==> src/rtl/axistream_unpack_keep_if.sv <==
// ---------------------------------------------------------------------------
// axistream_unpack_keep_if
// Bundles the wide AXI-Stream source channel, the narrow AXI-Stream dest
// channel and the null_last indication of the unpacker.
//   slave  : the unpacker's view (consumes src, produces dest)
//   master : the environment's view (produces src, consumes dest)
// Signals:
//   src_tvalid/src_tready/src_tdata/src_tkeep/src_tlast   wide input beat
//   dest_tvalid/dest_tready/dest_tdata/dest_tlast         narrow output word
//   null_last                                             dropped tlast pulse
// ---------------------------------------------------------------------------
interface axistream_unpack_keep_if #(
    parameter int DATA_WIDTH = 8,
    parameter int NUM_PACK   = 4
);
    logic                           src_tvalid;
    logic                           src_tready;
    logic [DATA_WIDTH*NUM_PACK-1:0] src_tdata;
    logic [NUM_PACK-1:0]            src_tkeep;
    logic                           src_tlast;
    logic                           dest_tvalid;
    logic                           dest_tready;
    logic [DATA_WIDTH-1:0]          dest_tdata;
    logic                           dest_tlast;
    logic                           null_last;

    modport slave (
        input  src_tvalid, src_tdata, src_tkeep, src_tlast, dest_tready,
        output src_tready, dest_tvalid, dest_tdata, dest_tlast, null_last
    );

    modport master (
        output src_tvalid, src_tdata, src_tkeep, src_tlast, dest_tready,
        input  src_tready, dest_tvalid, dest_tdata, dest_tlast, null_last
    );
endinterface

==> src/rtl/axistream_unpack_keep.sv <==
// ---------------------------------------------------------------------------
// axistream_unpack_keep
// Splits each NUM_PACK-word source beat into single DATA_WIDTH words on the
// dest channel, skipping words whose tkeep bit is clear. Null beats
// (tkeep==0) are consumed silently; a null beat carrying tlast raises a
// one-cycle null_last pulse because that tlast cannot be attached to a word.
// Ports:
//   clk        clock, rising edge
//   rst        asynchronous, active-high reset
//   bus        axistream_unpack_keep_if.slave (src / dest / null_last)
//   drop_cnt   [15:0] saturating count of null beats, present only when
//              AXISTREAM_UNPACK_KEEP_DROPCNT_EN is defined
// Parameters:
//   DATA_WIDTH  output word width
//   NUM_PACK    words per source beat (>=2)
//   BIG_ENDIAN  0: word 0 (LSBs) first, 1: word NUM_PACK-1 (MSBs) first
// ---------------------------------------------------------------------------
module axistream_unpack_keep #(
    parameter int DATA_WIDTH = 8,
    parameter int NUM_PACK   = 4,
    parameter bit BIG_ENDIAN = 1'b0
) (
    input  logic                         clk,
    input  logic                         rst,
    axistream_unpack_keep_if.slave       bus
`ifdef AXISTREAM_UNPACK_KEEP_DROPCNT_EN
    ,
    output logic [15:0]                  drop_cnt
`endif
);
    localparam int IDX_W = $clog2(NUM_PACK);

    logic [DATA_WIDTH*NUM_PACK-1:0] r_data_buf;
    logic [NUM_PACK-1:0]            r_rem_mask;
    logic                           r_tlast_buf;
    logic                           r_null_last;

    logic [IDX_W-1:0]               w_sel;
    logic [NUM_PACK-1:0]            w_sel_oh;
    logic [DATA_WIDTH-1:0]          w_word;
    logic                           w_last_word;
    logic                           w_dest_tvalid;
    logic                           w_dest_hs;
    logic                           w_src_tready;
    logic                           w_src_hs;
    logic                           w_src_null;

    // Priority-encode the next word to send and mux it out of the buffer.
    always_comb begin
        w_sel    = '0;
        w_sel_oh = '0;
        w_word   = '0;
        if (BIG_ENDIAN == 1'b0) begin
            // Descending scan: the last hit is the lowest set bit.
            for (int i = NUM_PACK - 1; i >= 0; i--) begin
                if (r_rem_mask[i]) begin
                    w_sel = IDX_W'(i);
                end else begin
                    w_sel = w_sel;
                end
            end
        end else begin
            // Ascending scan: the last hit is the highest set bit.
            for (int i = 0; i < NUM_PACK; i++) begin
                if (r_rem_mask[i]) begin
                    w_sel = IDX_W'(i);
                end else begin
                    w_sel = w_sel;
                end
            end
        end
        for (int i = 0; i < NUM_PACK; i++) begin
            if (IDX_W'(i) == w_sel) begin
                w_word      = r_data_buf[i*DATA_WIDTH +: DATA_WIDTH];
                w_sel_oh[i] = 1'b1;
            end else begin
                w_word = w_word;
            end
        end
    end

    // Exactly one bit left: clearing the lowest set bit leaves nothing.
    assign w_last_word   = (r_rem_mask != '0) &&
                           ((r_rem_mask & (r_rem_mask - NUM_PACK'(1))) == '0);
    assign w_dest_tvalid = !rst && (r_rem_mask != '0);
    assign w_dest_hs     = w_dest_tvalid && bus.dest_tready;
    // Accept a new beat when empty, or when the final word drains this cycle.
    assign w_src_tready  = !rst && ((r_rem_mask == '0) || (w_dest_hs && w_last_word));
    assign w_src_hs      = bus.src_tvalid && w_src_tready;
    assign w_src_null    = (bus.src_tkeep == '0);

    assign bus.src_tready  = w_src_tready;
    assign bus.dest_tvalid = w_dest_tvalid;
    assign bus.dest_tdata  = rst ? '0 : w_word;
    assign bus.dest_tlast  = w_dest_tvalid && r_tlast_buf && w_last_word;
    assign bus.null_last   = r_null_last;

    // Beat buffer, remaining-word mask and null_last pulse.
    always_ff @(posedge clk or posedge rst) begin
        if (rst) begin
            r_data_buf  <= '0;
            r_rem_mask  <= '0;
            r_tlast_buf <= 1'b0;
            r_null_last <= 1'b0;
        end else begin
            if (w_src_hs && !w_src_null) begin
                // A load overrides the clear of the word draining this cycle.
                r_data_buf  <= bus.src_tdata;
                r_rem_mask  <= bus.src_tkeep;
                r_tlast_buf <= bus.src_tlast;
            end else if (w_dest_hs) begin
                r_rem_mask  <= r_rem_mask & ~w_sel_oh;
            end else begin
                r_rem_mask  <= r_rem_mask;
            end
            r_null_last <= w_src_hs && w_src_null && bus.src_tlast;
        end
    end

`ifdef AXISTREAM_UNPACK_KEEP_DROPCNT_EN
    logic [15:0] r_drop_cnt;

    // Saturating count of every consumed null beat.
    always_ff @(posedge clk or posedge rst) begin
        if (rst) begin
            r_drop_cnt <= 16'h0000;
        end else if (w_src_hs && w_src_null && (r_drop_cnt != 16'hFFFF)) begin
            r_drop_cnt <= r_drop_cnt + 16'h0001;
        end else begin
            r_drop_cnt <= r_drop_cnt;
        end
    end

    assign drop_cnt = r_drop_cnt;
`endif
endmodule

==> src/flat_wrapper.sv <==
// flat-port wrapper written by rule: the top's interface ports become plain ports
module axistream_unpack_keep_flat 
#(
    parameter int DATA_WIDTH = 8,
    parameter int NUM_PACK   = 4,
    parameter bit BIG_ENDIAN = 1'b0
)
  (clk, rst, bus_src_tvalid, bus_src_tdata, bus_src_tkeep, bus_src_tlast, bus_dest_tready, bus_src_tready, bus_dest_tvalid, bus_dest_tdata, bus_dest_tlast, bus_null_last);
  axistream_unpack_keep_if #(.DATA_WIDTH(DATA_WIDTH), .NUM_PACK(NUM_PACK)) bus_i ();
  input  logic clk;
  input  logic rst;
  input wire logic [$bits(bus_i.src_tvalid)-1:0] bus_src_tvalid;
  input wire logic [$bits(bus_i.src_tdata)-1:0] bus_src_tdata;
  input wire logic [$bits(bus_i.src_tkeep)-1:0] bus_src_tkeep;
  input wire logic [$bits(bus_i.src_tlast)-1:0] bus_src_tlast;
  input wire logic [$bits(bus_i.dest_tready)-1:0] bus_dest_tready;
  output wire logic [$bits(bus_i.src_tready)-1:0] bus_src_tready;
  output wire logic [$bits(bus_i.dest_tvalid)-1:0] bus_dest_tvalid;
  output wire logic [$bits(bus_i.dest_tdata)-1:0] bus_dest_tdata;
  output wire logic [$bits(bus_i.dest_tlast)-1:0] bus_dest_tlast;
  output wire logic [$bits(bus_i.null_last)-1:0] bus_null_last;
  assign bus_i.src_tvalid = bus_src_tvalid;
  assign bus_i.src_tdata = bus_src_tdata;
  assign bus_i.src_tkeep = bus_src_tkeep;
  assign bus_i.src_tlast = bus_src_tlast;
  assign bus_i.dest_tready = bus_dest_tready;
  assign bus_src_tready = bus_i.src_tready;
  assign bus_dest_tvalid = bus_i.dest_tvalid;
  assign bus_dest_tdata = bus_i.dest_tdata;
  assign bus_dest_tlast = bus_i.dest_tlast;
  assign bus_null_last = bus_i.null_last;
  axistream_unpack_keep #(.DATA_WIDTH(DATA_WIDTH), .NUM_PACK(NUM_PACK), .BIG_ENDIAN(BIG_ENDIAN)) u_core (.clk(clk), .rst(rst), .bus(bus_i));
endmodule
==> config.mk <==
export PLATFORM = sky130hd
export DESIGN_NAME = axistream_unpack_keep_flat
export DESIGN_NICKNAME = d
export VERILOG_FILES = /design/src/rtl/axistream_unpack_keep_if.sv /design/src/rtl/axistream_unpack_keep.sv /design/src/flat_wrapper.sv
export SDC_FILE = /design/constraint.sdc
export NUM_CORES = 1
export LEC_CHECK = 0
export CELL_PAD_IN_SITES_DETAIL_PLACEMENT = 2
export CELL_PAD_IN_SITES_GLOBAL_PLACEMENT = 2
export CORE_ASPECT_RATIO = 1.2
export CORE_MARGIN = 8
export CORE_UTILIZATION = 31
export CTS_CLUSTER_DIAMETER = 120
export DETAILED_ROUTE_END_ITERATION = 12
export GPL_TIMING_DRIVEN = 0
export PLACE_DENSITY_LB_ADDON = 0.1
export SKIP_CTS_REPAIR_TIMING = 1
export SLEW_MARGIN = 20
export SYNTH_ARGS = -nofsm -noshare
export SYNTH_HDL_FRONTEND = slang
export SYNTH_SLANG_ARGS = --single-unit
export TNS_END_PERCENT = 10
==> constraint.sdc <==
create_clock -name clk -period 3.7 [get_ports clk]
set_input_delay 0.74 -clock clk [delete_from_list [all_inputs] [get_ports clk]]
set_output_delay 0.74 -clock clk [all_outputs]
set_load 0.05 [all_outputs]
=== Word-level counts from Yosys, hierarchy flattened ===
Index checks and enable logic that the tools add are counted.

* Bits in latches: 0
* Flip-flop bits (word level): 38
* Output and inout port bits: 12
* Memories kept: 0
* Memory bits (read-only): 0
* Word-level logic and storage cells: 46
* Input port bits: 41
* Bits in writable memories: 0

* Equality and inequality tests: 3
* Add/subtract/negate cells: 1
* Reduce and logical (&&, ||, !) cells: 20
* Divide/modulo/power cells: 0
* Order comparisons: 0
* Mux-type cells: 15
* Shifts and indexed selects: 0
* Bitwise operators: 3
* $mul: 0

{| class="wikitable"
|+ Operators with widths
! operator !! count
|-
| 8-bit 2-to-1 mux || 5
|-
| 4-bit zero test || 3
|-
| 1-bit logical AND || 11
|-
| 4-bit AND || 2
|-
| 2-bit 2-to-1 mux || 4
|-
| 4-bit 2-to-1 mux || 2
|-
| 2-bit == test (first input constant) || 2
|-
| 1-bit 2-to-1 mux || 4
|-
| 4-bit inverter || 1
|-
| 4-bit nonzero test || 1
|-
| 4-bit by 1-bit subtractor with 4-bit output (second input constant) || 1
|-
| 1-bit by 2-bit == test with 1-bit output (first input constant) || 1
|-
| 1-bit zero test || 2
|-
| 2-bit zero test || 1
|-
| 2-bit nonzero test || 1
|-
| 1-bit logical OR || 1
|}

=== Logic depth before layout (Yosys ltp) ===
* Depth in word-level cells: 10
* Depth in mapped cells: 6
* Depth with buffers taken out: 4

=== Least setup slack after synthesis ===
OpenSTA, ideal clock, no wires.

* Kind: in2out
* From: in rst
* To: out bus_dest_tdata[0]
* Required time: 2960 ps
* Path buffers: 1
* Slack: -79 ps
* Arrival time: 3039 ps
* Stages: 4
* Cell sequence: inv_1 > clkbuf_1 > o21ai_0 > nor2_1

* Word-level cells in the longest chain between the ends: 1

{| class="wikitable"
|+ RTL lines
! element !! line !! RTL
|-
| start: declaration || flat_wrapper.sv:11 || <nowiki>input logic rst;</nowiki>
|-
| 8-bit 2-to-1 mux || axistream_unpack_keep.sv:94 || <nowiki>assign bus.dest_tdata = rst ? '0 : w_word;</nowiki>
|-
| end: declaration || flat_wrapper.sv:19 || <nowiki>output wire logic [$bits(bus_i.dest_tdata)-1:0] bus_dest_tdata;</nowiki>
|}

Every way passes these cells.

=== Final worst setup path ===
* From: in rst
* To: out bus_dest_tlast

* Word-level cells in the longest chain between the ends: 4

{| class="wikitable"
|+ RTL lines
! element !! line !! RTL
|-
| 1-bit zero test || axistream_unpack_keep.sv:85 || <nowiki>assign w_dest_tvalid = !rst && (r_rem_mask != '0);</nowiki>
|-
| 1-bit logical AND || axistream_unpack_keep.sv:85 ||
|-
| 1-bit logical AND (2 in series) || axistream_unpack_keep.sv:95 || <nowiki>assign bus.dest_tlast = w_dest_tvalid && r_tlast_buf && w_last_word;</nowiki>
|-
| end: declaration || flat_wrapper.sv:20 || <nowiki>output wire logic [$bits(bus_i.dest_tlast)-1:0] bus_dest_tlast;</nowiki>
|}

Every way passes these cells.

==> impl_metrics.csv <==
group,metric,value,unit
timing,fin_skew,3.83,ps
grt,grt_pass1_wl,9.97,mm
yosys,yosysUniqueCellTypes,33,
worst_setup_path,slowest_stage,"clkdlybuf4s50_1",
yosys,yosys_warnings,0,
yosys,syn_area,2050,sq um
pwr,comb_power_share,57.5,%
cells_and_area,seqCellArea,951,sq um
yosys,ys_seq_elements,38,
worst_setup_path,cp_data_arrival_time,2750,ps
pwr,switching_share,42.0,%
min_path,min_path_type,"flop to flop",
grt,grt_pass1_vias,1872,
timing,rsz0062_at_grt,"false",
routing,drt_iter0_drc,30,
grt,grt_max_degree,48,
clocking,clock_sinks,38,
timing,worstMarginPinSlew,542,ps
cells_and_area,nFillCells,676,
routing,wl_per_cell,19.6,um
yosys,synth_nets,207,
yosys,syn_inst,166,
grt,antenna_found_initial,0,
grt,gr-total-overflow,0,
worst_setup_path,path_max_fanout,47,
timing,hold_viol,0,
die,rows,32,
die,start_util,32.0,%
pwr,p_sw,1.03,mW
clocking,root_buffer,"clkbuf_8",
pwr,powerDensity,882,nW/um^2
pwr,seq_power_share,31.1,%
timing,slew_headroom,63.8,%
worst_setup_path,required,2960,ps
clocking,clkSlewWorstSetupHoldPaths,80,ps
routing,wl,6.06,mm
grt,grt_usage,13.5,%
worst_setup_path,crit_path_start_kind,"input pin",
routing,dr_total_vias,1539,
pwr,p_int,1.43,mW
die,die-area,9470,sq um
timing,drv_slew,0,
clocking,htreeDepth,2,
yosys,syn_area_per_cell,12.3,sq um
placed_design,dp_hpwl,4.58,mm
routing,vias_per_cell,4.96,
die,io_pins,53,
worst_setup_path,crit_path_end_kind,"primary output",
outcome,run_status,"finished, final reports clean",
timing,finalCritPeriodShare,94.4,%
die,coreArea,6410,sq um
worst_setup_path,slowest_delay,800,ps
placed_design,gp_congestion,0.741,
yosys,synth.yosys.seq_area_share,46.5,%
worst_setup_path,crit_chain,"clkdlybuf4s50_1 -> inv_1 -> buf_6 -> and3_1 -> clkdlybuf4s50_1",
cells_and_area,mostFrequentLayoutCells,"43 x clkdlybuf4s50_1, 38 x dfrtp_1, 30 x mux2_4, 13 x o21ai_0, 11 x nor2_1",
clocking,clk_latency,290,ps
cells_and_area,drive_above_1_share,25.8,%
clocking,cts_made_buffers,5,
yosys,async_reset_ff_share,100,%
cells_and_area,multi_input_area,985,sq um
routing,firstDrtPassIters,4,
run,maxCapViolations,0,
cells_and_area,final_common_cell,"clkdlybuf4s50_1",
die,die_h,105,um
placed_design,io_buffers,52,
pwr,leakagePower,1.42,nW
worst_setup_path,cpMostUsedCell,"clkdlybuf4s50_1",
routing,drc,0,
timing,fin_setup_tns,0,ps
yosys,synth_edf_count,0,
yosys,synthFlopType,"dfrtp_1",
pwr,vdd_ir_drop_max,0.384,mV
cells_and_area,nets,266,
die,dieWidth,90.2,um
clocking,clk_path_buf_depth,2,
clocking,cts_tree,"yes",
cells_and_area,syn2layout_area_growth,36.2,%
routing,postRouteAntennaNets,0,
timing,finalSetupViolCount,0,
pwr,clkPwrFrac,11.5,%
cells_and_area,antenna_cells,0,
timing,max_freq,286,MHz
timing,min_period,3490,ps
worst_setup_path,worstSetupPathType,"input pin to primary output",
timing,holdWs,512,ps
-- final cells by class --
type,count,area share [%]
plain buffers,11,3.19
clock buffers,6,2.60
clock inverters,1,0.269
inverters,9,1.21
multi-input cells,108,35.3
flip-flops and latches,38,34.1
well taps,85,3.82
repair buffers,52,19.5
-- critical path: cells and delay by family --
family        cells  cell delay [ps]
simple gates      1              220
buf+inv           4             1790
-- power groups by stage --
stage,sequential [mW],clock [mW],combinational (mW)
2_1_floorplan,0.714,0,1.05
3_3_place_gp,0.754,0,1.40
3_5_place_dp,0.770,0,1.43
4_1_cts,0.766,0.300,1.44
5_1_grt,0.792,0.313,1.52
6_report,0.764,0.282,1.41
-- logic make-up (layout without fill, tap and decap cells) --
logic type                count (synthesis)  after routing  share of synthesized area, %
AOI/OAI and AO/OA                        44             44                          14.7
buffers and inverters                    20             79                          5.62
xor gates and xnor gates                  1              1                         0.428
DFF                                      38             38                          46.5
and+or+nand+nor                          30             30                          9.17
muxes                                    33             33                          23.7
-- routing by layer --
| layer | up-vias | share of wire (%) | GRT usage, % | wire length (um) |
|---|---|---|---|---|
| met5 | - | 0 | 0 | 0 |
| met4 | 0 | 2.0 | 5.36 | 120 |
| met3 | 9 | 3.7 | 3.79 | 223 |
| met2 | 32 | 55 | 24.6 | 3310 |
| met1 | 789 | 40 | 14.3 | 2410 |
| li1 | 709 | - | - | - |
-- sequential cells by signal, summed over array words and instances, names as in the netlist --
| register | count |
|---|---|
| u_core.r_data_buf | 32 |
| u_core.bus.null_last | 1 |
| u_core.r_tlast_buf | 1 |
| u_core.r_rem_mask | 4 |
-- Yosys cell counts, types with 3 or more instances --
library cell | instances | area [sq um]
buf_6 | 4 | 45.0
nor2_1 | 11 | 41.3
a22oi_1 | 8 | 60.1
mux2_4 | 30 | 450
inv_1 | 9 | 33.8
a211o_1 | 8 | 70.1
mux2_2 | 3 | 33.8
dfrtp_1 | 38 | 951
clkbuf_1 | 5 | 18.8
o21ai_0 | 13 | 65.1
a21oi_1 | 9 | 45.0
-- final timing paths --
check	start	endpoint	cells past startpoint	slack, ps
max in group asynchronous	rst	u_core.r_data_buf[9]	3	2380
worst min register to register	u_core.r_data_buf[30]	u_core.r_data_buf[30]	1	510
min in group asynchronous	rst	u_core.r_data_buf[22]	3	1020
worst max-delay path	rst	bus_dest_tlast	5	210
worst max register to register	u_core.r_rem_mask[3]	u_core.r_data_buf[18]	5	1740
worst min-delay path	u_core.r_data_buf[30]	u_core.r_data_buf[30]	1	510
-- through the flow --
step / power (mW) / utilization [%] / area [sq um] / std cells / setup WS [ps]
4_1_cts: 2.51 / 43.0 / 2760 / 310 / -657
3_5_place_dp: 2.20 / 41.8 / 2680 / 303 / -647
5_1_grt: 2.63 / 43.5 / 2790 / 310 / 56.4
2_1_floorplan: 1.76 / - / 2050 / 166 / 638
6_report: 2.46 / 43.5 / 2790 / 310 / 207
3_3_place_gp: 2.16 / 41.8 / 2680 / 303 / -467
(Power assumes the default switching activity.)
